$ cat src/rtl/cpu_controller.sv
// cpu_controller: 8-phase instruction sequencer for a simple accumulator CPU.
// Phases INST_ADDR..STORE advance one per clock while En_cpu_in=1; HLT in
// OP_ADDR moves to a terminal HALTED state that only reset leaves.
// Optional feature: define CTRL_INSTR_COUNT_EN to add the 8-bit instr_count
// output, which counts completed STORE phases.
module cpu_controller (
    input  logic       clock,
    input  logic       reset,
    input  logic       En_cpu_in,
    input  logic [2:0] Opcode,
    input  logic       SKZ_cmp,
    output logic       sel,
    output logic       rd,
    output logic       ld_ir,
    output logic       inc_pc,
    output logic       ld_pc,
    output logic       ld_ac,
    output logic       wr,
    output logic       data_e,
    output logic       halt,
    output logic [2:0] phase
`ifdef CTRL_INSTR_COUNT_EN
    ,
    output logic [7:0] instr_count
`endif
);

    localparam logic [2:0] OpHlt = 3'b000;
    localparam logic [2:0] OpSkz = 3'b001;
    localparam logic [2:0] OpAdd = 3'b010;
    localparam logic [2:0] OpAnd = 3'b011;
    localparam logic [2:0] OpXor = 3'b100;
    localparam logic [2:0] OpLda = 3'b101;
    localparam logic [2:0] OpSto = 3'b110;
    localparam logic [2:0] OpJmp = 3'b111;

    // Low three bits of the running states equal the reported phase.
    typedef enum logic [3:0] {
        StInstAddr  = 4'd0,
        StInstFetch = 4'd1,
        StInstLoad  = 4'd2,
        StIdle      = 4'd3,
        StOpAddr    = 4'd4,
        StOpFetch   = 4'd5,
        StAluOp     = 4'd6,
        StStore     = 4'd7,
        StHalted    = 4'd8
    } state_e;

    state_e state;
    logic   aluop;
    logic   advance;

    assign aluop   = (Opcode == OpAdd) || (Opcode == OpAnd) ||
                     (Opcode == OpXor) || (Opcode == OpLda);
    assign advance = En_cpu_in && (state != StHalted);

    // Phase sequencer: step on enable, divert to HALTED on HLT in OP_ADDR.
    always_ff @(posedge clock or negedge reset) begin
        if (!reset) begin
            state <= StInstAddr;
        end else if (advance) begin
            if (state == StOpAddr && Opcode == OpHlt) begin
                state <= StHalted;
            end else begin
                state <= state_e'({1'b0, state[2:0] + 3'd1});
            end
        end
    end

`ifdef CTRL_INSTR_COUNT_EN
    // Count instructions retired through the STORE phase; wraps naturally.
    always_ff @(posedge clock or negedge reset) begin
        if (!reset) begin
            instr_count <= 8'd0;
        end else if (advance && state == StStore) begin
            instr_count <= instr_count + 8'd1;
        end
    end
`endif

    // Moore decode of strobes from the current state and opcode.
    always_comb begin
        sel    = 1'b0;
        rd     = 1'b0;
        ld_ir  = 1'b0;
        inc_pc = 1'b0;
        ld_pc  = 1'b0;
        ld_ac  = 1'b0;
        wr     = 1'b0;
        data_e = 1'b0;
        halt   = (state == StHalted) || (state == StOpAddr && Opcode == OpHlt);
        phase  = (state == StHalted) ? 3'd4 : state[2:0];
        // Strobes are suppressed while the sequencer is paused.
        if (En_cpu_in) begin
            unique case (state)
                StInstAddr: sel = 1'b1;
                StInstFetch: begin
                    sel = 1'b1;
                    rd  = 1'b1;
                end
                StInstLoad, StIdle: begin
                    sel   = 1'b1;
                    rd    = 1'b1;
                    ld_ir = 1'b1;
                end
                StOpAddr: inc_pc = 1'b1;
                StOpFetch: rd = aluop;
                StAluOp: begin
                    rd     = aluop;
                    inc_pc = (Opcode == OpSkz && SKZ_cmp) || (Opcode == OpJmp);
                    data_e = (Opcode == OpSto);
                end
                StStore: begin
                    rd     = aluop;
                    ld_ac  = aluop;
                    ld_pc  = (Opcode == OpJmp);
                    wr     = (Opcode == OpSto);
                    data_e = (Opcode == OpSto);
                end
                StHalted: ;
                default: ;
            endcase
        end
    end

endmodule

$ cat config.mk
export PLATFORM = sky130hd
export DESIGN_NAME = cpu_controller
export DESIGN_NICKNAME = d
export VERILOG_FILES = /design/src/rtl/cpu_controller.sv
export SDC_FILE = /design/constraint.sdc
export NUM_CORES = 1
export LEC_CHECK = 0
export CORE_UTILIZATION = 25
export DETAILED_ROUTE_END_ITERATION = 10
export PLACE_DENSITY = 0.58
export SLEW_MARGIN = 10
export SYNTH_ARGS = -nofsm -noshare
export SYNTH_HDL_FRONTEND = slang
export SYNTH_SLANG_ARGS = --single-unit
export TNS_END_PERCENT = 1
$ cat constraint.sdc
create_clock -name clock -period 1.5 [get_ports clock]
set_input_delay 0.3 -clock clock [delete_from_list [all_inputs] [get_ports clock]]
set_output_delay 0.3 -clock clock [all_outputs]
set_load 0.01 [all_outputs]
# --- Word level (Yosys, flattened, before mapping) ---
# Index checks and enable logic that the tools add are counted.
totals:
  register_bits: 4
  in_bits: 7
  word_cells: 51
op_classes:
  add_sub_neg: 1
  eq_ne: 16
  mux: 18
  n_reduce_logical: 15
op_table:
  columns: ["cell", "count"]
  rows:
  - ["$eq A4 B3 Y1 const B", 4]
  - ["$mux W1", 14]
  - ["$eq A3 B3 Y1 const B", 4]
  - ["$eq A4 B2 Y1 const B", 2]
  - ["$eq A3 B2 Y1 const B", 2]
  - ["$reduce_or A3 Y1", 2]
  - ["$logic_or A1 B1 Y1", 5]
  - ["$eq A4 B1 Y1 const B", 1]
  - ["$eq A4 B4 Y1 const B", 1]
  - ["$logic_not A4 Y1", 1]
  - ["$mux W4", 1]
  - ["$ne A4 B4 Y1 const B", 1]
  - ["$pmux W1 S2", 2]
  - ["$reduce_or A2 Y1", 2]
  - ["$reduce_or A4 Y1", 1]
  - ["$add A3 B1 Y3 const B", 1]
  - ["$eq A3 B1 Y1 const B", 1]
  - ["$logic_and A1 B1 Y1", 3]
  - ["$logic_not A3 Y1", 1]
  - ["$mux W3", 1]

# --- Longest topological paths before layout ---
depth:
  word_depth: 6
  mapped_depth: 5

# --- Worst setup path after synthesis ---
# No wires, ideal clock.
synth_timing:
  kind: "flip-flop to output port"
  startpoint: "register state[0]"
  endpoint: "output inc_pc"
  arrival_time_ns: 1.377
  required_time_ns: 1.200
  path_slack_ns: -0.177
  path_stages_with_launch: 6
  n_path_buf: 1
  path_cell_list: "dfrtp_1 inv_1 ha_1 clkbuf_1 a21oi_1 a211oi_1"
synth_between:
  elab_chain_len: 3
  word_cells_on_any_way: 4
synth_lines:
  columns: ["element", "line_no", "source"]
  rows:
  - ["from (decl)", "50", "state_e state;"]
  - ["from (signal assigned)", "61", "state <= StInstAddr;"]
  - ["from (signal assigned)", "64", "state <= StHalted;"]
  - ["from (signal assigned)", "66", "state <= state_e'({1'b0, state[2:0] + 3'd1});"]
  - ["$eq A4 B3 Y1", "96", "unique case (state)"]
  - ["$pmux W1 S2 *", "96", null]
  - ["$mux W1 *", "95", "if (En_cpu_in) begin"]
  - ["to (decl)", "15", "output logic inc_pc,"]
# Mark *: on every way between the ends. The rest lies on a longest branch, timed or not.

# --- Final worst setup path ---
layout_timing:
  startpoint: "register state[1]"
  endpoint: "output sel"
layout_between:
  elab_chain_len: 4
  word_cells_on_any_way: 7
layout_lines:
  columns: ["element", "line_no", "source"]
  rows:
  - ["$eq A4 B2 Y1, or another cell as far along", "96", null]
  - ["$reduce_or A4 Y1 (no source line) *", null, null]
  - ["$mux W1 *", "96", null]
  - ["$mux W1 *", "95", null]
  - ["to (decl)", "12", "output logic sel,"]
# Marks and branches as above.

==> reports/qor.yml <==
setup_violations: 12
swShare_pct: 40.1
period_share_pct: 112
required_ns: 1.20
power_frac_clock_pct: 10.0
area_growth_syn_to_layout_pct: 102
status: "finished with violations"
die_area_mm2: 0.00190
relSlewSlack_pct: 83.5
tns_ns: -1.02
p_leak_nw: 0.396
drt-total-wl_mm: 1.42
drc: 4
grt_pass1_wl_mm: 2.32
core-area_mm2: 0.00156
gp_congestion: 0.813
fillers: 142
grt_max_degree: 8
vias_per_cell: 5.02
cp.arrival_ns: 1.38
io_buffers: 18
cts_tree: "yes"
wl_per_cell_um: 12.9
cts-htree-levels: 1
power_per_cell_area_mw_per_mm2: 1470
grt_usage_pct: 17.0
yosysUniqueCellTypes: 25
largest_registers: "state: 4 flops"
r2r_slack_ns: 0.07
maxCapViolCount: 0
fmax_mhz: 594
utilization_pct: 56.0
drive_above_1_share_pct: 64.9
drv_slew: 0
place_area_um2: 752
vias: 552
rsz0062_at_grt: "yes"
cts_buffers: 3
yosysSeqAreaShare_pct: 23.1
fp.dieH_um: 43.6
hold_class: "input pin to async pin"
synth_cells: 55
cts.path.max_buffers: 2
layout_min_cycle_time_ns: 1.68
violations: "DRC, setup timing"
grt_pass1_vias: 558
path_clk_slew_ns: 0.04
fin_skew_ns: 0.00110
largest_reg_flops: 4
cp_max_fo: 4
place_ws_ns: -0.752
worstReg2RegEnd: "state[0]$_DFFE_PN0P_"
ys_ff_latch: 4
p_total_mw: 1.28
rows: 14
die_x_um: 43.6
critPathLaunchType: "register"
stdcell_area_um2: 873
top_register: "state"
crit_type: "register to output pin"
start_util_pct: 27.8
num_io_pins: 19
power_frac_comb_pct: 75.9
r2r_start: "state[0]$_DFFE_PN0P_"
synth_fp_nets: 66
clock-sinks: 4
ir_worst_vdd_uv: 802
tightestPinTransition_ns: 0.243
end_kind: "output pin"
p_int_mw: 0.767
dp_hpwl_um: 952
drtIter0Drc: 12
dr.pass1.iters: 7
ys_warn_count: 0
netlist_area_um2: 433
reg2reg_depth: 5
grt-ovfl-total: 0
power.switching_mw: 0.514
clock_latency_ns: 0.23
grt_antenna_before_repair: 0
pwr-share-seq_pct: 14.0
antenna_left: 0
antenna_cells: 0
layout_setup_ws_ns: -0.184
nets: 107
hold_violations: 0
clk_root_buffer_cell: "clkbuf_4"
avgSynthCellArea_um2: 7.87
layout make-up:
| class | count | area [um2] | share of cell area, % |
|---|---|---|---|
| tap | 16 | 20.0 | 2.29 |
| multi-input combinational | 46 | 430 | 49.3 |
| inverter | 2 | 7.51 | 0.860 |
| timing repair buffer | 39 | 293 | 33.5 |
| sequential | 4 | 100 | 11.5 |
| clock buffer | 3 | 22.5 | 2.58 |
power by group through the flow:
stage / clock (mW) / sequential, mW / combinational (mW)
final: 0.128 / 0.180 / 0.972
after global routing: 0.147 / 0.185 / 1.05
after CTS: 0.137 / 0.171 / 0.863
after detailed placement: 0 / 0.174 / 0.719
after global placement: 0 / 0.171 / 0.719
after floorplan: 0 / 0.166 / 0.372
layer usage:
layer,track usage (%),wire length (um),share of wire (%)
met5,0,0,0
met2,29.3,759,54
met1,19.5,573,40
met4,9.38,0,0
met3,3.33,83,5.9
how the worst max path moves through the flow:
| stage | to | depth (start not counted) | slack (ns) | startpoint |
|---|---|---|---|---|
| 3_3_place_gp | halt | 5 | -0.73 | Opcode[1] |
| 2_1_floorplan | sel | 5 | -0.005 | state[0]$_DFFE_PN0P_ |
| 4_1_cts | data_e | 5 | -0.20 | state[0]$_DFFE_PN0P_ |
| 5_1_grt | data_e | 5 | -0.26 | state[0]$_DFFE_PN0P_ |
| 3_5_place_dp | halt | 5 | -0.75 | Opcode[1] |
| 6_report | sel | 5 | -0.18 | state[1]$_DFFE_PN0P_ |
logic make-up (layout without fill, tap and decap cells):
| logic type | Yosys count | in the layout | synth area share (%) |
|---|---|---|---|
| compound gates | 14 | 14 | 23.1 |
| xor+xnor | 2 | 2 | 4.05 |
| fa+ha+maj | 4 | 4 | 11.6 |
| buf+inv | 5 | 44 | 4.62 |
| flops | 4 | 4 | 23.1 |
| simple gates | 26 | 26 | 33.5 |
critical path, stage by stage, from the launching register on:
cell,delay (ns)
dfrtp_1,0.39
buf_6,0.14
ha_4,0.17
nor4_2,0.26
nor3_1,0.06
buf_2,0.14
metrics by stage:
| step | hold slack [ns] | instances |
|---|---|---|
| 2_1_floorplan | 0.00441 | 55 |
| 3_3_place_gp | 0.507 | 102 |
| 3_5_place_dp | 0.508 | 102 |
| 4_1_cts | 0.259 | 108 |
| 5_1_grt | 0.269 | 110 |
| 6_report | 0.264 | 110 |
synth_stat cells:
master | instances | area [um2]
buf_2 | 1 | 5.00
nor3_1 | 4 | 20.0
a31o_2 | 2 | 17.5
xnor2_1 | 2 | 17.5
nand2b_1 | 2 | 12.5
a21oi_1 | 5 | 25.0
o21a_1 | 1 | 7.51
inv_1 | 2 | 7.51
and4bb_2 | 1 | 12.5
and2b_2 | 1 | 8.76
a21o_1 | 1 | 7.51
nor2b_1 | 2 | 12.5
a211oi_1 | 2 | 15.0
a311oi_1 | 1 | 8.76
nand3b_1 | 1 | 7.51
nor2_1 | 5 | 18.8
clkbuf_1 | 2 | 7.51
o311a_1 | 1 | 10.0
nand2_1 | 5 | 18.8
o311ai_1 | 1 | 8.76
dfrtp_1 | 4 | 100
nand3_1 | 2 | 10.0
or3_4 | 1 | 11.3
nor4_1 | 2 | 12.5
ha_1 | 4 | 50.1
cell usage in the layout (no fill, tap or decap), types with 2 or more instances in the layout:
cell / synthesis / final
buf_4: 0 / 14
buf_2: 1 / 12
buf_6: 0 / 7
nand2_1: 5 / 4
nor2_1: 5 / 4
ha_4: 0 / 4
dfrtp_1: 4 / 4
a21oi_2: 0 / 3
nor3_1: 4 / 3
clkbuf_4: 0 / 3
inv_2: 0 / 2
xnor2_1: 2 / 2
a21oi_1: 5 / 2
nand2b_1: 2 / 2
a31o_2: 2 / 2
clkbuf_2: 0 / 2
clkdlybuf4s50_1: 0 / 2
what timing repair did:
item / CTS / global route
pin swaps: 6 / 6
endpoints found under the setup margin: 14 / 12
hold buffers: 0 / 0
setup buffers: 3 / 2
gates resized for setup: 69 / 18
(Power assumes the default switching activity.)
==> RTL change, RTL diff (same settings) <==
Register the output `inc_pc`, cleared by the reset; this adds one clock of latency there. The other outputs are not delayed to match.
--- a/src/rtl/cpu_controller.sv
+++ b/src/rtl/cpu_controller.sv
@@ -47,6 +47,8 @@
         StHalted    = 4'd8
     } state_e;
 
+    logic inc_pc_d;
+
     state_e state;
     logic   aluop;
     logic   advance;
@@ -84,7 +86,7 @@
         sel    = 1'b0;
         rd     = 1'b0;
         ld_ir  = 1'b0;
-        inc_pc = 1'b0;
+        inc_pc_d = 1'b0;
         ld_pc  = 1'b0;
         ld_ac  = 1'b0;
         wr     = 1'b0;
@@ -104,11 +106,11 @@
                     rd    = 1'b1;
                     ld_ir = 1'b1;
                 end
-                StOpAddr: inc_pc = 1'b1;
+                StOpAddr: inc_pc_d = 1'b1;
                 StOpFetch: rd = aluop;
                 StAluOp: begin
                     rd     = aluop;
-                    inc_pc = (Opcode == OpSkz && SKZ_cmp) || (Opcode == OpJmp);
+                    inc_pc_d = (Opcode == OpSkz && SKZ_cmp) || (Opcode == OpJmp);
                     data_e = (Opcode == OpSto);
                 end
                 StStore: begin
@@ -124,5 +126,13 @@
         end
     end
 
+    always_ff @(posedge clock or negedge reset) begin
+        if (!reset) begin
+            inc_pc <= '0;
+        end else begin
+            inc_pc <= inc_pc_d;
+        end
+    end
+
 endmodule
 
Function: changed (a bounded check fails within 10 cycles, from zero or initial values and one cycle with reset low).
==> RTL change against the original RTL <==
The run ends with setup timing left. Sequential share of layout area is 2.5 points higher. Critical path depth unchanged. Sequential power grew 42%. Total power grew 14%. Synthesized area up 9.5%. Register-to-register slack worse by 150 ps. Setup slack better by 0.64 ps. Via count increased by 1.6%. Core utilization shrank 3.0 points. Sequential cell count up 1. Combinational power increased by 9%. Wire length is 3.7% lower. Design area up 6.0%. Highest routed layer unchanged.
==> RTL change: results (changes against the original RTL) <==
Logic synthesis
  – Synth Area in Compound Gates: 0.227 (-0.00430)
  – Post-Synth Adder-Cell Area: 0.106 (-0.0101)
  – XOR/XNOR Fraction of Synth Area: 0.0185 (-0.0220)
  – Mux contribution to synthesized area: 0.0237 (+0.0237)
  – Post-synth top cells: dfrtp_1 (5), inv_1 (5), nand2_1 (5), ha_1 (4), nor3_1 (4)
  – Seq/Total Area, Yosys: 0.264 (+0.0326)
  – Area contributors post-synth: dfrtp_1 (26%), ha_1 (11%), o31ai_4 (4.5%)
  – Distinct cells, synth: 27 (+8.0%)
  – Post-Syn Nets: 67 (+1.5%)

Drt
  – Metal-1 WL: 598 microns (+4.4%)
  – Wire length on met2: 710 microns (-6.5%)
  – Total Wirelength: 1.36 mm (-3.7%)
  – Pre-Repair DR Iteration Count: 3 (-4)
  – Vias per inst: 4.71 (-6.1%)

Placement
  – HPWL after detailed placement: 1000 microns (+5.1%)
  – DP Worst Slack: -704 ps (+48.2 ps)
  – Routability congestion estimate: 0.740 (-9.1%)

STA
  – Worst slew margin relative to its limit: 0.841 (+0.00573)
  – # setup viols final: 13 (+1)
  – Setup ws final: -183 ps (+0.636 ps)
  – Clock skew: 2.30 ps (+1.20 ps)

Final layout
  – Fillers: 173 (+22%)
  – Largest regs: state x4, inc_pc x1

Power
  – Psw: 615 uW (+20%)
  – PwrDens: 1580 nW/um^2 (+7.9%)
  – Worst vdd ir: 1100 uV (+37%)
  – Total combinational power: 1.06 mW (+9%)
  – Pleak: 0.394 nW (-0.57%)

Critical path
  – Reg-to-reg slack, setup: -80 ps (-150 ps)
  – Slowest cell on crit path: dfrtp_2
  – CP max stage delay: 440 ps (+50 ps)

Global routing
  – First-pass GRT wire length: 2.30 mm (-0.91%)
  – GRT Total Usage: 0.155 (-0.0151)
  – Largest net degree at the start of global routing: 7 (-1)

Outcome
  – Status: finished with violations
  – Violated checks: setup timing
## RTL change: how the worst min path moves through the flow
stage / depth (start not counted) / slack [ps] / from / endpoint
final: 1 / 280 / reset / inc_pc$_DFF_PN0_
after detailed placement: 1 / 540 / reset / inc_pc$_DFF_PN0_
after floorplan: 0 / 4 / reset / inc_pc$_DFF_PN0_
after global routing: 1 / 290 / reset / inc_pc$_DFF_PN0_
after global placement: 1 / 550 / reset / inc_pc$_DFF_PN0_
after CTS: 1 / 280 / reset / inc_pc$_DFF_PN0_
## RTL change: logic make-up (layout without fill, tap and decap cells)
family	after synthesis	after routing
adders and majority gates	4	4
AOI/OAI and AO/OA	13	13
DFF	5	5
buffers and inverters	6	44
muxes	1	1
and+or+nand+nor	26	26
xor gates and xnor gates	1	1
## RTL change: metal layers
metal  track usage  up-vias
met2         0.243       10
met1         0.206      275
met3        0.0595        0
met4        0.0182        0
li1              -      276
met5             0        -
## RTL change: through the flow
step	setup TNS, ps	utilization	cells	area [sq um]
5_1_grt	-1970	0.530	119	926
4_1_cts	-1650	0.510	119	891
3_3_place_gp	-6530	0.461	113	805
3_5_place_dp	-6590	0.461	113	805
6_report	-1210	0.530	119	926
2_1_floorplan	-31.3	-	56	488
## RTL change: area by class of cell
class / instances / area [sq um] / share of cell area
Clock buffer: 4 / 26.3 / 0.0284
Inverter: 5 / 21.3 / 0.0230
Multi-Input combinational cell: 45 / 455 / 0.492
Sequential cell: 5 / 129 / 0.139
Tap cell: 25 / 31.3 / 0.0338
Timing Repair Buffer: 35 / 263 / 0.284
## RTL change: what timing repair did
item                       in CTS  in global routing
pin swaps                      10                  4
gates cloned                    0                  0
hold endpoints to repair        0                  0
resized for setup              68                 15
buffers inserted                2                  0
setup endpoints to repair      13                 13
